File: src/rtl/rpi_irq_pkg.sv
// rtl/rpi_irq_pkg.sv - shared types, mode constants and width helper for the interrupt clock generator
package rpi_irq_pkg;

  typedef enum logic [1:0] {
    IDLE = 2'd0,
    HIGH = 2'd1,
    LOW  = 2'd2,
    DONE = 2'd3
  } state_e;

  localparam logic MODE_CONT  = 1'b0;
  localparam logic MODE_BURST = 1'b1;

  // Bits needed to count 0..n-1, never less than one.
  function automatic int cnt_width(input int n);
    return (n <= 2) ? 1 : $clog2(n);
  endfunction

endpackage

File: src/rtl/rpi_irq_channel.sv
// rtl/rpi_irq_channel.sv - one interrupt clock channel: input synchronisers, edge detect, FSM, counters
module rpi_irq_channel
  import rpi_irq_pkg::*;
#(
  parameter int HALF_PERIOD = 32,
  parameter int BURST_LEN   = 8,
  parameter int SYNC_STAGES = 2
) (
  input  logic clk_i,
  input  logic rst_ni,
  input  logic irq_req_i,
  input  logic irq_mode_i,
  input  logic irq_ack_i,
  output logic clk_out_o,
  output logic busy_o,
  output logic done_pulse_o
);

  localparam int HCW = cnt_width(HALF_PERIOD);
  localparam int PCW = cnt_width(BURST_LEN);
  localparam logic [HCW-1:0] HALF_LAST  = HCW'(HALF_PERIOD - 1);
  localparam logic [PCW-1:0] PULSE_LAST = PCW'(BURST_LEN - 1);

  logic [SYNC_STAGES-1:0] req_sync_q;
  logic [SYNC_STAGES-1:0] ack_sync_q;
  logic                   req_dly_q;
  logic                   ack_dly_q;
  logic                   req_s;
  logic                   ack_s;
  logic                   req_rise;
  logic                   ack_rise;

  state_e                 state_q, state_d;
  logic [HCW-1:0]         half_q, half_d;
  logic [PCW-1:0]         pulse_q, pulse_d;
  logic                   mode_q, mode_d;
  logic                   done_d;
  logic                   clk_out_q;
  logic                   busy_q;
  logic                   done_q;

  assign req_s    = req_sync_q[SYNC_STAGES-1];
  assign ack_s    = ack_sync_q[SYNC_STAGES-1];
  assign req_rise = req_s & ~req_dly_q;
  assign ack_rise = ack_s & ~ack_dly_q;

  always_ff @(posedge clk_i or negedge rst_ni) begin
    if (!rst_ni) begin
      req_sync_q <= '0;
      ack_sync_q <= '0;
      req_dly_q  <= 1'b0;
      ack_dly_q  <= 1'b0;
    end else begin
      req_sync_q <= {req_sync_q[SYNC_STAGES-2:0], irq_req_i};
      ack_sync_q <= {ack_sync_q[SYNC_STAGES-2:0], irq_ack_i};
      req_dly_q  <= req_s;
      ack_dly_q  <= ack_s;
    end
  end

  // Abort on request drop outranks acknowledge, which outranks terminal count.
  always_comb begin
    state_d = state_q;
    half_d  = half_q;
    pulse_d = pulse_q;
    mode_d  = mode_q;
    done_d  = 1'b0;
    case (state_q)
      IDLE: begin
        if (req_rise) begin
          state_d = HIGH;
          half_d  = '0;
          pulse_d = '0;
          mode_d  = irq_mode_i;
        end
      end
      HIGH, LOW: begin
        if (!req_s) begin
          state_d = IDLE;
          half_d  = '0;
        end else if (ack_rise) begin
          state_d = DONE;
          done_d  = 1'b1;
        end else if (half_q == HALF_LAST) begin
          half_d = '0;
          if (state_q == HIGH) begin
            state_d = LOW;
          end else if (mode_q == MODE_BURST && pulse_q == PULSE_LAST) begin
            state_d = DONE;
            done_d  = 1'b1;
          end else begin
            state_d = HIGH;
            if (pulse_q != PULSE_LAST) pulse_d = pulse_q + 1'b1;
          end
        end else begin
          half_d = half_q + 1'b1;
        end
      end
      DONE: begin
        if (!req_s) state_d = IDLE;
      end
      default: state_d = IDLE;
    endcase
  end

  always_ff @(posedge clk_i or negedge rst_ni) begin
    if (!rst_ni) begin
      state_q   <= IDLE;
      half_q    <= '0;
      pulse_q   <= '0;
      mode_q    <= MODE_CONT;
      clk_out_q <= 1'b0;
      busy_q    <= 1'b0;
      done_q    <= 1'b0;
    end else begin
      state_q   <= state_d;
      half_q    <= half_d;
      pulse_q   <= pulse_d;
      mode_q    <= mode_d;
      clk_out_q <= (state_d == HIGH);
      busy_q    <= (state_d == HIGH) || (state_d == LOW);
      done_q    <= done_d;
    end
  end

  assign clk_out_o    = clk_out_q;
  assign busy_o       = busy_q;
  assign done_pulse_o = done_q;

endmodule

File: src/rtl/rpi_irq_clk_gen.sv
// rtl/rpi_irq_clk_gen.sv - multi-channel interrupt clock generator top, one independent channel per bit
module rpi_irq_clk_gen
  import rpi_irq_pkg::*;
#(
  parameter int NUM_CH      = 2,
  parameter int HALF_PERIOD = 32,
  parameter int BURST_LEN   = 8,
  parameter int SYNC_STAGES = 2
) (
  input  logic              clk_in,
  input  logic              rst_n,
  input  logic [NUM_CH-1:0] irq_req,
  input  logic [NUM_CH-1:0] irq_mode,
  input  logic [NUM_CH-1:0] irq_ack,
  output logic [NUM_CH-1:0] clk_out,
  output logic [NUM_CH-1:0] busy,
  output logic [NUM_CH-1:0] done_pulse
);

  for (genvar g = 0; g < NUM_CH; g++) begin : g_ch
    rpi_irq_channel #(
      .HALF_PERIOD (HALF_PERIOD),
      .BURST_LEN   (BURST_LEN),
      .SYNC_STAGES (SYNC_STAGES)
    ) u_ch (
      .clk_i        (clk_in),
      .rst_ni       (rst_n),
      .irq_req_i    (irq_req[g]),
      .irq_mode_i   (irq_mode[g]),
      .irq_ack_i    (irq_ack[g]),
      .clk_out_o    (clk_out[g]),
      .busy_o       (busy[g]),
      .done_pulse_o (done_pulse[g])
    );
  end

endmodule

File: config.mk
export PLATFORM = sky130hd
export DESIGN_NAME = rpi_irq_clk_gen
export DESIGN_NICKNAME = d
export VERILOG_FILES = /design/src/rtl/rpi_irq_pkg.sv /design/src/rtl/rpi_irq_channel.sv /design/src/rtl/rpi_irq_clk_gen.sv
export SDC_FILE = /design/constraint.sdc
export NUM_CORES = 1
export LEC_CHECK = 0
export CAP_MARGIN = 20
export CORE_ASPECT_RATIO = 1.75
export CORE_MARGIN = 3
export CORE_UTILIZATION = 35
export DETAILED_ROUTE_END_ITERATION = 6
export SLEW_MARGIN = 15
export SYNTH_ARGS = -nofsm -noshare
export SYNTH_HDL_FRONTEND = slang
export SYNTH_SLANG_ARGS = --single-unit
File: constraint.sdc
create_clock -name clk_in -period 3 [get_ports clk_in]
set_clock_uncertainty 0.15 [all_clocks]
set_input_delay 0.45 -clock clk_in [delete_from_list [all_inputs] [get_ports clk_in]]
set_output_delay 0.45 -clock clk_in [all_outputs]
set_load 0.05 [all_outputs]
==> flow_summary.toml, run 1 <==
[synth]
syn-num-nets = 223
ys_ff_latch = 40
yosysWarnings = 0
synth_ff_type = "dfrtp_1"
yosysTopAreaCell = "dfrtp_1"
synth.top_cell.area_share = 0.473
synthesis.area_mm2 = 0.00212
synth_simple_gate_area_frac = 0.135
synthArstFlopShare = 1.00
synth_edf_count = 0
synth_compound_area_frac = 0.203
yosys-top-cells-area = "dfrtp_1 47%, ha_1 13%, nand2_1 2.7%, a21oi_1 2.4%, o21ai_0 2.4%"
synth_seq_area_share = 0.473
synth_xor_area_frac = 0
synthDistinctLibCells = 43
synth_fa_ha_area_frac = 0.130
syn_inst = 193
syn-mean-instance-area_um2 = 11.0
synth_top_family_by_area = "compound AO/OA/AOI/OAI gates"
synth_mux_area_frac = 0.0106

[global_route]
grt_pass1_wl_um = 6830
grt_start_max_net_pins = 41
grtUsageTotal = 0.126
grt_pass1_vias = 1505
antenna_found_initial = 0
grt-ovfl-total = 0

[pwr]
p_per_area_mw_per_mm2 = 732
ir_drop_uv = 436
total_leakage_power_nw = 1.05
fin_total_pwr_mw = 1.72

[floorplanning]
core_area_mm2 = 0.00572
dieArea_mm2 = 0.00705
initial_core_util = 0.370
die_x_um = 64.8
die-height_um = 109
num_rows = 36
io_pins = 14

[clock_network]
cts_buffer_depth = 2
cts_post_setup_buffers_inserted = 0
cts_num_sinks = 40
cts.htree.levels = 2
ctsResizeCount = 0
cts_tree = "done"
cts-root-buf = "clkbuf_8"
clk_latency_ns = 0.29
clk_pin_slew_worst_paths_ns = 0.08
cts_made_buffers = 5
holdBufCountCts = 0

[cells_and_area]
final_common_cell = "dfrtp_1"
antenna_cells = 0
syn_to_final_growth_pct = 10.9
fin_nets = 233
final_area_mm2 = 0.00235
final_cells = 279
fin_util = 0.411
final_cell_mix = "40 x dfrtp_1, 22 x ha_1, 15 x nand2_1"
drive_gt1_frac = 0.0739

[critical_path]
cp_data_required_time_ns = 3.04
cp.arrival_ns = 2.39
worstSetupPathType = "register to register"
critical_path.max_fanout = 9
crit_path_frequent_cell = "ha_1"
endpoint_kind = "register"
critical_path.max_stage_delay_ns = 0.41
crit_chain = "ha_1 > and3_1 > ha_1 > nor2b_1 > o21bai_1 > nor2_1 > a221o_1 > ha_1 > inv_1"
startpoint_type = "register"
cp_slowest_cell = "dfrtp_1"

[place]
io_buffers = 13
dp_slack_ns = 0.654
place.gp.congestion = 0.807
dp.final_hpwl_um = 2840
dp_cells = 272
dpl_cell_area_mm2 = 0.00227

[timing]
final-hold-violation-count = 0
finalCritPeriodShare = 0.783
setup_tns_ns = 0
tightestPinTransition_ns = 0.868
rsz0062_at_grt = "false"
final_max_slew_viol_count = 0
slew_headroom = 0.422
timing.hold.ws_ns = 0.121
fmax_mhz = 426
fin_crit_ns = 2.35
setup_ws_ns = 0.651
finalSetupViolCount = 0

[flow_run]
maxCapViolCount = 0

[routing]
drtPass1Iterations = 4
wl_per_cell_um = 13.8
drt_wl_total_um = 3860
dr_total_vias = 1461
avgViaCountPerCell = 5.24
ant_nets = 0
drc = 0
drt_iter0_drc = 73

[min_path]
worstHoldPathType = "primary input to asynchronous set/reset pin"

[outcome]
status = "completed"
[Yosys cell counts, drive strengths merged, types with 5 or more instances]
library cell / n
dfrtp: 40
ha: 22
nand2: 15
a21oi: 10
o21ai: 10
buf: 9
inv: 9
nand2b: 7
nand3: 6
nor2: 6
nor2b: 6
a21o: 5
a22o: 5
[power breakdown]
group          internal [mW]  total, mW  switching [mW]
clock network          0.157      0.340           0.183
registers              0.625      0.691          0.0664
logic                  0.260      0.687           0.428
total                   1.04       1.72           0.677
[metal layers]
metal | share of wire | track usage | vias up
met1 | 0.39 | 0.129 | 719
met5 | 0 | 0 | -
li1 | - | - | 721
met3 | 0.019 | 0.0309 | 4
met2 | 0.58 | 0.236 | 17
met4 | 0.014 | 0.0575 | 0
[path summary, 6_finish.rpt]
path / startpoint / to / slack, ns / cells past startpoint
max: g_ch[0].u_ch.half_q[0]$_DFFE_PN0P_ / g_ch[0].u_ch.busy_o$_DFF_PN0_ / 0.65 / 9
min: rst_n / g_ch[1].u_ch.ack_dly_q$_DFF_PN0_ / 0.12 / 1
max reg2reg: g_ch[0].u_ch.half_q[0]$_DFFE_PN0P_ / g_ch[0].u_ch.busy_o$_DFF_PN0_ / 0.65 / 9
min reg2reg: g_ch[0].u_ch.ack_sync_q[0]$_DFF_PN0_ / g_ch[0].u_ch.ack_sync_q[1]$_DFF_PN0_ / 0.20 / 0
max in group asynchronous: rst_n / g_ch[0].u_ch.done_pulse_o$_DFF_PN0_ / 2.03 / 1
min in group clk_in: g_ch[0].u_ch.ack_sync_q[0]$_DFF_PN0_ / g_ch[0].u_ch.ack_sync_q[1]$_DFF_PN0_ / 0.20 / 0
[cell families (layout without fill, tap and decap cells)]
logic type      Yosys count  in the layout
buf+inv                  19             29
simple gates             53             53
compound gates           57             57
flops                    40             40
fa+ha+maj                22             22
mux                       2              2
[layout make-up]
| cell class | count | area [um2] |
|---|---|---|
| Inverter | 9 | 33.8 |
| Tap cell | 76 | 95.1 |
| Clock inverter | 2 | 12.5 |
| Sequential cell | 40 | 1000 |
| Timing Repair Buffer | 13 | 125 |
| Clock buffer | 5 | 68.8 |
| Multi-Input combinational cell | 134 | 1010 |
| Fill cell | 561 | 3370 |
[worst max-delay path: cells and delay by family, from the launching register on]
kind                       cells  cell delay [ns]
adders and majority gates      3             0.78
AOI/OAI and AO/OA              2             0.45
and+or+nand+nor                3             0.42
DFF                            1             0.41
buffers and inverters          1             0.03
[sequential cells by signal (all words and copies together), names as in the netlist]
name / flops
g_ch.u_ch.done_pulse_o: 2
g_ch.u_ch.mode_q: 2
g_ch.u_ch.req_dly_q: 2
g_ch.u_ch.ack_sync_q: 4
g_ch.u_ch.pulse_q: 6
g_ch.u_ch.state_q: 4
g_ch.u_ch.clk_out_o: 2
g_ch.u_ch.busy_o: 2
g_ch.u_ch.ack_dly_q: 2
g_ch.u_ch.req_sync_q: 4
g_ch.u_ch.half_q: 10
Note: power is estimated with default switching activity, not from simulation.
==> run 2: changes to the inputs <==
==> constraint.sdc (replaced) <==
create_clock -name clk_in -period 2.4 [get_ports clk_in]
set_clock_uncertainty 0.15 [all_clocks]
set_input_delay 0.36 -clock clk_in [delete_from_list [all_inputs] [get_ports clk_in]]
set_output_delay 0.36 -clock clk_in [all_outputs]
set_load 0.05 [all_outputs]
==> flow_summary.toml, run 2 (same netlist as run 1, synthesis figures left out) <==
[outcome]
status = "completed"

[cells_and_area]
largestRegisters = "g_ch.u_ch.half_q: 10 flops, g_ch.u_ch.pulse_q: 6 flops"
fin_util = 0.420
n_fill_cell = 572
seq_area_mm2 = 0.00100
drive_gt1_frac = 0.0909
multi_input_area_mm2 = 0.00101
final_area_mm2 = 0.00240
syn_to_final_growth_pct = 13.4
antenna_cells = 0
largest_reg_flops = 10
fin_nets = 238
final_common_cell = "dfrtp_1"
final_cell_mix = "40 x dfrtp_1, 22 x ha_1, 15 x nand2_1"
top_register = "g_ch.u_ch.half_q"

[global_route]
grt_start_max_net_pins = 23
grt_pass1_wl_um = 7230
grt_pass1_vias = 1632
grtUsageTotal = 0.132
antenna_found_initial = 0
grt-ovfl-total = 0

[critical_path]
crit_chain = "ha_1 > and3_1 > ha_1 > nor2b_1 > o21bai_1 > nor2_1 > a221o_1 > ha_1 > inv_1"
critical_path.max_fanout = 4
endpoint_kind = "register"
startpoint_type = "register"
cp_data_required_time_ns = 2.44
worstSetupPathType = "register to register"
critical_path.max_stage_delay_ns = 0.41
cp_top_family = "adder cells"
crit_buf_inv = 1
crit_path_frequent_cell = "ha_1"
cp_slowest_cell = "dfrtp_1"
cp.arrival_ns = 2.32

[clock_network]
cts_num_sinks = 40
clk_latency_ns = 0.29
clk_pin_slew_worst_paths_ns = 0.08
cts_made_buffers = 5
cts_post_setup_buffers_inserted = 0
cts.htree.levels = 2
cts_tree = "done"
cts_buffer_depth = 2
cts-root-buf = "clkbuf_8"
ctsResizeCount = 0

[pwr]
p_per_area_mw_per_mm2 = 924
fin_total_pwr_mw = 2.22
p_switching_mw = 0.854
ir_drop_uv = 559
intPower_mw = 1.36
total_leakage_power_nw = 1.08
p_clk_frac = 0.207
p_comb_frac = 0.410
seqPwrFrac = 0.383
swShare = 0.385

[routing]
drc = 0
wl_per_cell_um = 13.8
dr_total_vias = 1490
ant_nets = 0
drtPass1Iterations = 4
avgViaCountPerCell = 5.23
drt_wl_total_um = 3940
drt_iter0_drc = 59

[timing]
fin_crit_ns = 2.27
finalCritPeriodShare = 0.948
finalSetupViolCount = 0
tightestPinTransition_ns = 0.510
fmax_mhz = 440
final_max_slew_viol_count = 0
slew_headroom = 0.659
final-hold-violation-count = 0
rsz0062_at_grt = "false"
setup_tns_ns = 0

[place]
dp.final_hpwl_um = 2980
io_buffers = 13
place.gp.congestion = 0.830
dpl_cell_area_mm2 = 0.00230

[floorplanning]
die-height_um = 109
core_area_mm2 = 0.00572
die_x_um = 64.8
io_pins = 14
dieArea_mm2 = 0.00705
initial_core_util = 0.370
num_rows = 36

[flow_run]
maxCapViolCount = 0

[min_path]
worstHoldPathType = "register to register"
## run 2: cell types whose count changed in the layout (fill, tap and decap cells not counted), sizes merged
cell / delta
buf: +4
clkinv: -1
clkbuf: +2
dlygate4sd3: +1
## run 2: power groups by stage
stage	clock network, mW	logic (mW)	registers (mW)
after floorplan	0	0.724	0.854
after global placement	0	0.913	0.860
after detailed placement	0	0.909	0.863
after CTS	0.482	0.915	0.850
after global routing	0.515	1.01	0.867
final	0.458	0.911	0.850
## run 2: path summary, 6_finish.rpt
path / cells after the start / end / slack [ns] / from
max in group asynchronous: 3 / g_ch[1].u_ch.half_q[1]$_DFFE_PN0P_ / 1.06 / rst_n
worst min-delay path: 0 / g_ch[0].u_ch.ack_sync_q[1]$_DFF_PN0_ / 0.20 / g_ch[0].u_ch.ack_sync_q[0]$_DFF_PN0_
min in group asynchronous: 2 / g_ch[1].u_ch.ack_dly_q$_DFF_PN0_ / 0.39 / rst_n
worst min register to register: 0 / g_ch[0].u_ch.ack_sync_q[1]$_DFF_PN0_ / 0.20 / g_ch[0].u_ch.ack_sync_q[0]$_DFF_PN0_
worst max register to register: 9 / g_ch[0].u_ch.busy_o$_DFF_PN0_ / 0.13 / g_ch[0].u_ch.half_q[0]$_DFFE_PN0P_
worst max-delay path: 9 / g_ch[0].u_ch.busy_o$_DFF_PN0_ / 0.13 / g_ch[0].u_ch.half_q[0]$_DFFE_PN0P_
## run 2: what timing repair did
item | CTS | global route
setup endpoints to repair | 0 | 1
hold buffers | 1 | 0
hold endpoints to repair | 18 | 0
## run 2: worst register-to-register path: stages (launching register included)
cell and delay [ns]:
dfrtp_1 0.41, ha_1 0.22, and3_1 0.19, ha_1 0.22, nor2b_1 0.16, o21bai_1 0.16, nor2_1 0.06, a221o_1 0.29
ha_1 0.29, inv_1 0.03
## run 2: per-layer routing
layer  share of wire  track usage
met3           0.020       0.0299
met1            0.39        0.124
met4           0.023       0.0590
met5               0            0
met2            0.57        0.261
## run 2: area by class of cell
cell class | instances | share of cell area
inverter | 9 | 0.0141
multi-input combinational | 134 | 0.422
clock inverter | 1 | 0.00313
timing repair buffer | 18 | 0.0688
clock buffer | 7 | 0.0360
sequential | 40 | 0.417
tap | 76 | 0.0396
## run 2: through the flow
| stage | setup slack, ns | hold WS (ns) | cells |
|---|---|---|---|
| 3_3_place_gp | 0.163 | 0.171 | 276 |
| 6_report | 0.125 | 0.201 | 285 |
| 4_1_cts | 0.114 | 0.205 | 285 |
| 3_5_place_dp | 0.140 | 0.183 | 276 |
| 5_1_grt | 0.00586 | 0.213 | 285 |
| 2_1_floorplan | 0.149 | -0.0856 | 193 |
